$ cat src/rtl/bsg_dll_cal_ctrl_if.sv
// Calibration controller bus: enable/phase in, code and status out.
// Slave side is the controller; master side drives en/phase.
interface bsg_dll_cal_ctrl_if #(
  parameter int code_width_p = 6
);
  logic                    en_i;
  logic                    phase_i;
  logic [code_width_p-1:0] dly_code_o;
  logic                    busy_o;
  logic                    locked_o;
  logic                    err_o;

  modport master (
    output en_i, phase_i,
    input  dly_code_o, busy_o, locked_o, err_o
  );

  modport slave (
    input  en_i, phase_i,
    output dly_code_o, busy_o, locked_o, err_o
  );
endinterface

$ cat src/rtl/bsg_dll_cal_ctrl.sv
// DLL calibration controller: linear search for lock, then
// unanimous-vote tracking of the delay-line control code.
module bsg_dll_cal_ctrl #(
  parameter int code_width_p = 6,
  parameter int settle_p     = 8,
  parameter int samples_p    = 5
) (
  input  logic                clk_i,
  input  logic                reset_n_i,
  bsg_dll_cal_ctrl_if.slave   bus
);

  localparam int ones_w_lp = $clog2(samples_p + 1);

  localparam logic [7:0] settle_last_lp = 8'(settle_p - 1);
  localparam logic [7:0] samp_last_lp   = 8'(samples_p - 1);
  localparam logic [ones_w_lp-1:0] ones_all_lp =
    ones_w_lp'(samples_p);
  localparam logic [code_width_p-1:0] code_max_lp = '1;

  typedef enum logic [2:0] {
    IDLE, SETTLE, SAMPLE, UPDATE, FAIL
  } state_e;

  state_e                  state_q, state_d;
  logic [7:0]              cnt_q, cnt_d;
  logic [ones_w_lp-1:0]    ones_q, ones_d;
  logic [code_width_p-1:0] code_q, code_d;
  logic                    locked_q, locked_d;
  logic                    err_q, err_d;

  logic vote_short, all_short, all_long;

  // Majority and unanimity of the collected phase samples
  always_comb begin
    vote_short = (2 * int'(ones_q)) > samples_p;
    all_short  = (ones_q == ones_all_lp);
    all_long   = (ones_q == '0);
  end

  // Next-state, counter and code update logic
  always_comb begin
    state_d  = state_q;
    cnt_d    = cnt_q;
    ones_d   = ones_q;
    code_d   = code_q;
    locked_d = locked_q;
    err_d    = err_q;

    unique case (state_q)
      IDLE: begin
        if (bus.en_i) begin
          state_d  = SETTLE;
          code_d   = '0;
          locked_d = 1'b0;
          err_d    = 1'b0;
          cnt_d    = '0;
          ones_d   = '0;
        end
      end
      SETTLE: begin
        if (cnt_q == settle_last_lp) begin
          state_d = SAMPLE;
          cnt_d   = '0;
        end else begin
          cnt_d = cnt_q + 8'd1;
        end
      end
      SAMPLE: begin
        ones_d = ones_q + ones_w_lp'(bus.phase_i);
        if (cnt_q == samp_last_lp) begin
          state_d = UPDATE;
          cnt_d   = '0;
        end else begin
          cnt_d = cnt_q + 8'd1;
        end
      end
      UPDATE: begin
        state_d = SETTLE;
        ones_d  = '0;
        if (!locked_q) begin
          if (vote_short) begin
            if (code_q != code_max_lp) begin
              code_d = code_q + 1'b1;
            end else begin
              err_d   = 1'b1;
              state_d = FAIL;
            end
          end else if (code_q != '0) begin
            locked_d = 1'b1;
          end else begin
            err_d   = 1'b1;
            state_d = FAIL;
          end
        end else begin
          if (all_short && code_q != code_max_lp) begin
            code_d = code_q + 1'b1;
          end else if (all_long && code_q != '0) begin
            code_d = code_q - 1'b1;
          end
        end
      end
      FAIL: begin
        if (!bus.en_i) state_d = IDLE;
      end
      default: state_d = IDLE;
    endcase

    // Dropping enable aborts from anywhere, freezing the code
    if (!bus.en_i && state_q != IDLE) begin
      state_d  = IDLE;
      locked_d = 1'b0;
      cnt_d    = '0;
      ones_d   = '0;
      code_d   = code_q;
      err_d    = err_q;
    end
  end

  // State and datapath registers
  always_ff @(posedge clk_i or negedge reset_n_i) begin
    if (!reset_n_i) begin
      state_q  <= IDLE;
      cnt_q    <= '0;
      ones_q   <= '0;
      code_q   <= '0;
      locked_q <= 1'b0;
      err_q    <= 1'b0;
    end else begin
      state_q  <= state_d;
      cnt_q    <= cnt_d;
      ones_q   <= ones_d;
      code_q   <= code_d;
      locked_q <= locked_d;
      err_q    <= err_d;
    end
  end

  assign bus.dly_code_o = code_q;
  assign bus.locked_o   = locked_q;
  assign bus.err_o      = err_q;
  assign bus.busy_o     = (state_q == SETTLE) ||
                          (state_q == SAMPLE) ||
                          (state_q == UPDATE);

endmodule

$ cat src/flat_wrapper.sv
// flat-port wrapper written by rule: the top's interface ports become plain ports
module bsg_dll_cal_ctrl_flat 
#(
  parameter int code_width_p = 6,
  parameter int settle_p     = 8,
  parameter int samples_p    = 5
)
  (clk_i, reset_n_i, bus_en_i, bus_phase_i, bus_dly_code_o, bus_busy_o, bus_locked_o, bus_err_o);
  bsg_dll_cal_ctrl_if #(.code_width_p(code_width_p)) bus_i ();
  input  logic clk_i;
  input  logic reset_n_i;
  input wire logic [$bits(bus_i.en_i)-1:0] bus_en_i;
  input wire logic [$bits(bus_i.phase_i)-1:0] bus_phase_i;
  output wire logic [$bits(bus_i.dly_code_o)-1:0] bus_dly_code_o;
  output wire logic [$bits(bus_i.busy_o)-1:0] bus_busy_o;
  output wire logic [$bits(bus_i.locked_o)-1:0] bus_locked_o;
  output wire logic [$bits(bus_i.err_o)-1:0] bus_err_o;
  assign bus_i.en_i = bus_en_i;
  assign bus_i.phase_i = bus_phase_i;
  assign bus_dly_code_o = bus_i.dly_code_o;
  assign bus_busy_o = bus_i.busy_o;
  assign bus_locked_o = bus_i.locked_o;
  assign bus_err_o = bus_i.err_o;
  bsg_dll_cal_ctrl #(.code_width_p(code_width_p), .settle_p(settle_p), .samples_p(samples_p)) u_core (.clk_i(clk_i), .reset_n_i(reset_n_i), .bus(bus_i));
endmodule
$ cat config.mk
export PLATFORM = sky130hd
export DESIGN_NAME = bsg_dll_cal_ctrl_flat
export DESIGN_NICKNAME = d
export VERILOG_FILES = /design/src/rtl/bsg_dll_cal_ctrl_if.sv /design/src/rtl/bsg_dll_cal_ctrl.sv /design/src/flat_wrapper.sv
export SDC_FILE = /design/constraint.sdc
export NUM_CORES = 1
export LEC_CHECK = 0
export BUFFER_PORTS_ARGS = -buffer_cell sky130_fd_sc_hd__buf_2
export CORE_ASPECT_RATIO = 0.75
export CORE_UTILIZATION = 55
export DETAILED_ROUTE_END_ITERATION = 7
export PLACE_DENSITY = 0.74
export SETUP_SLACK_MARGIN = 0.4
export SLEW_MARGIN = 20
export SYNTH_ARGS = -nofsm -noshare
export SYNTH_HDL_FRONTEND = slang
export SYNTH_SLANG_ARGS = --single-unit
$ cat constraint.sdc
create_clock -name clk_i -period 3.3 [get_ports clk_i]
set_clock_uncertainty 0.15 [all_clocks]
set_input_delay 0.66 -clock clk_i [delete_from_list [all_inputs] [get_ports clk_i]]
set_output_delay 0.66 -clock clk_i [all_outputs]
set_load 0.01 [all_outputs]
==> impl_metrics.csv <==
group,metric,value,unit
global_routing,grt_usage,0.259,
sta,setup_viol,0,
global_routing,antenna_found_initial,0,
synth,synth_nets,190,
clock_tree,h-tree-depth,1,
synth,synth_cell_types,49,
setup_path,cp-start-kind,"register",
setup_path,worstPathRequired,3.30,ns
global_routing,first_global_vias,1292,
pwr,power_frac_clock,0.354,
synth,syn_inst,180,
setup_path,r2r_end,"u_core.bus.dly_code_o[3]",
setup_path,crit_path_max_fanout,14,
sta,rsz0062_at_grt,"no",
setup_path,critical-path-max-stage-delay,0.66,ns
synth,syn_avg_cell_area,8.74,sq um
setup_path,path_cells,"nand2_1 -> or2_1 -> o31ai_1 -> nor3_1 -> a221o_1",
synth,synthMostInstantiatedCell,"dfrtp_1",
clock_tree,clk_path_buf_depth,2,
synth,synth-async-reset-ratio,1.00,
sta,slew_viol_final,0,
placed_design,gp_congestion,0.870,
finish,n_antenna_cell,0,
detailed_routing,dr.first_iter.drc_count,102,
pwr,p_int,0.407,mW
global_routing,grt_pass1_wl,6220,um
pwr,cellPowerDensity,319,mW/mm^2
synth,synthTopCellsByCount,"22 x dfrtp_1, 13 x inv_1, 13 x nand2_1, 12 x nor2_1, 11 x a21oi_1",
job,max_cap_violations,0,
sta,finalSetupTns,0,ns
pwr,vdd_drop_max,0.216,mV
finish,syn_to_final_growth,7.79,%
detailed_routing,vias,1402,
pwr,pwr-share-seq,0.532,
sta,worst_slew_pin_slew,0.728,ns
placed_design,dpl_worst_slack,0.825,ns
sta,relSlewSlack,0.510,
sta,timing.final.ws_setup,0.812,ns
clock_tree,cts_resized,0,
detailed_routing,dr.pass1.iters,4,
finish,nNetsFinal,200,
placed_design,numPortBuffers,12,
pwr,power_frac_comb,0.114,
synth,synth_flop_cell,"dfrtp_1",
worst_hold_path,hold_path.class,"in2async",
synth,ys_top_cells_by_area,"dfrtp_1 35%, mux2i_1 5.1%, ha_1 4.8%",
floorplanning,initial_core_util,0.591,
setup_path,rrSetupSlack,0.81,ns
setup_path,crit_type,"reg2reg",
floorplanning,core-area,0.00266,sq mm
finish,fillers,230,
pwr,p_sw,0.134,mW
floorplanning,die_w,63.8,um
sta,fmax,402,MHz
synth,synth_top_cell_by_area,"dfrtp_1",
clock_tree,cts_setup_buffers,0,
clock_tree,root_buffer,"clkbuf_8",
clock_tree,cts_buffers,3,
clock_tree,ctsHoldBuffers,0,
setup_path,endpoint_kind,"register",
synth,netlist_area,0.00157,sq mm
floorplanning,rows,16,
sta,fin_crit,2.49,ns
setup_path,slowest_stage,"o31ai_1",
global_routing,grt_overflow,0,
sta,hold_viol,0,
detailed_routing,route.detailed.drc,0,
setup_path,critPathArrivalTime,2.48,ns
clock_tree,clkSlewWorstSetupHoldPaths,0.08,ns
synth,yosys_register_bits,22,
setup_path,r2r_cells,5,
detailed_routing,wire_per_inst,15.5,um
global_routing,grt_start_max_net_pins,23,
floorplanning,io_pins,13,
outcome,outcome,"finished, final reports clean",
setup_path,reg2reg_from,"u_core.state_q[1]",
finish,fin_util,0.637,
placed_design,hpwl,2570,um
floorplanning,die_y,48.3,um
synth,synth_top_area_share,0.350,
synth,synth-edff-count,0,
floorplanning,dieArea,0.00308,sq mm
finish,drive_gt1_frac,0.127,
clock_tree,worst_skew_pair.late_latency,0.26,ns
pwr,switching_share,0.247,
sta,fin_crit_sh,0.754,
synth,ys_seq_area_frac,0.350,
synth,synth_warnings,0,
detailed_routing,drt.antenna.violating_nets,0,
clock_tree,clock_sinks,22,
clock_tree,cts_tree,"built",
detailed_routing,via_per_inst,6.23,
pwr,total_leakage_power,0.788,nW
detailed_routing,drt-total-wl,3490,um
per-stage QoR:
stage / hold WS [ns] / instances / power (mW) / instance area (sq um)
2_1_floorplan: 0.214 / 180 / 0.336 / 1570
3_3_place_gp: 0.380 / 221 / 0.351 / 1640
3_5_place_dp: 0.389 / 221 / 0.354 / 1640
4_1_cts: 0.219 / 225 / 0.547 / 1700
5_1_grt: 0.244 / 225 / 0.566 / 1700
6_report: 0.202 / 225 / 0.541 / 1700
power by group through the flow:
stage	clock network, mW	registers, mW	logic, mW
floorplan	0	0.289	0.0473
global placement	0	0.292	0.0595
detailed placement	0	0.293	0.0609
CTS	0.198	0.287	0.0617
global route	0.207	0.290	0.0695
finish	0.191	0.288	0.0615
worst max-delay path by stage:
stage                                         from                  endpoint  slack [ns]  depth (start not counted)
final                            u_core.state_q[1]  u_core.bus.dly_code_o[3]        0.81                          5
after global routing             u_core.state_q[1]  u_core.bus.dly_code_o[3]        0.61                          5
after CTS                        u_core.state_q[1]  u_core.bus.dly_code_o[3]        0.83                          5
after detailed placement         u_core.state_q[1]  u_core.bus.dly_code_o[3]        0.83                          5
after global placement                    bus_en_i  u_core.bus.dly_code_o[3]        1.01                          6
after floorplan           u_core.bus.dly_code_o[1]  u_core.bus.dly_code_o[3]        1.17                          6
cells in the final DEF (no fill, tap or decap), types with 2 or more instances in the layout:
master / count
or3_1: 2
o211ai_1: 2
nand3_1: 8
or2_1: 2
nor2_1: 12
inv_1: 13
clkbuf_8: 4
nor3_1: 10
buf_2: 12
a211o_1: 2
a211oi_1: 2
ha_1: 6
o21ai_0: 9
o31ai_1: 2
o22ai_1: 2
nand2_1: 13
a22o_1: 3
nand2b_1: 5
a31oi_1: 3
and3_1: 5
o32ai_1: 2
a21oi_1: 11
dfrtp_1: 22
nor2b_1: 3
a21o_1: 4
mux2i_1: 8
cells by family (layout without fill, tap and decap cells):
group	Yosys count	count (layout)	share of synthesized area
and+or+nand+nor	70	70	0.239
buffers and inverters	20	29	0.0548
xor gates and xnor gates	1	1	0.00557
DFF	22	22	0.350
adders and majority gates	6	6	0.0477
AOI/OAI and AO/OA	52	52	0.245
muxes	9	9	0.0580
per-layer routing:
layer  share of wire  global-route usage  vias up
li1                -                   -      682
met1            0.48               0.364      673
met2            0.46               0.404       37
met3           0.042              0.0566       10
met4           0.018              0.0644        0
met5               0                   0        -
flip-flops by register name, indices dropped and copies added (netlist names):
name                   cells
u_core.bus.dly_code_o      6
u_core.bus.err_o           1
u_core.bus.locked_o        1
u_core.cnt_q               8
u_core.ones_q              3
u_core.state_q             3
layout make-up:
cell class | count | area (sq um) | area share
clock buffers | 4 | 55.1 | 0.0324
inverters | 13 | 48.8 | 0.0288
multi-input cells | 138 | 937 | 0.552
flip-flops and latches | 22 | 551 | 0.324
well taps | 36 | 45.0 | 0.0265
repair buffers | 12 | 60.1 | 0.0354
worst max-delay path, delay by kind of cell (launching register included):
| family | cells | cell delay [ns] |
|---|---|---|
| AND/OR/NAND/NOR | 3 | 0.66 |
| AO/OA/AOI/OAI | 2 | 1.00 |
| flip-flops | 1 | 0.57 |
No activity file was read; power rests on OpenSTA's default activity.
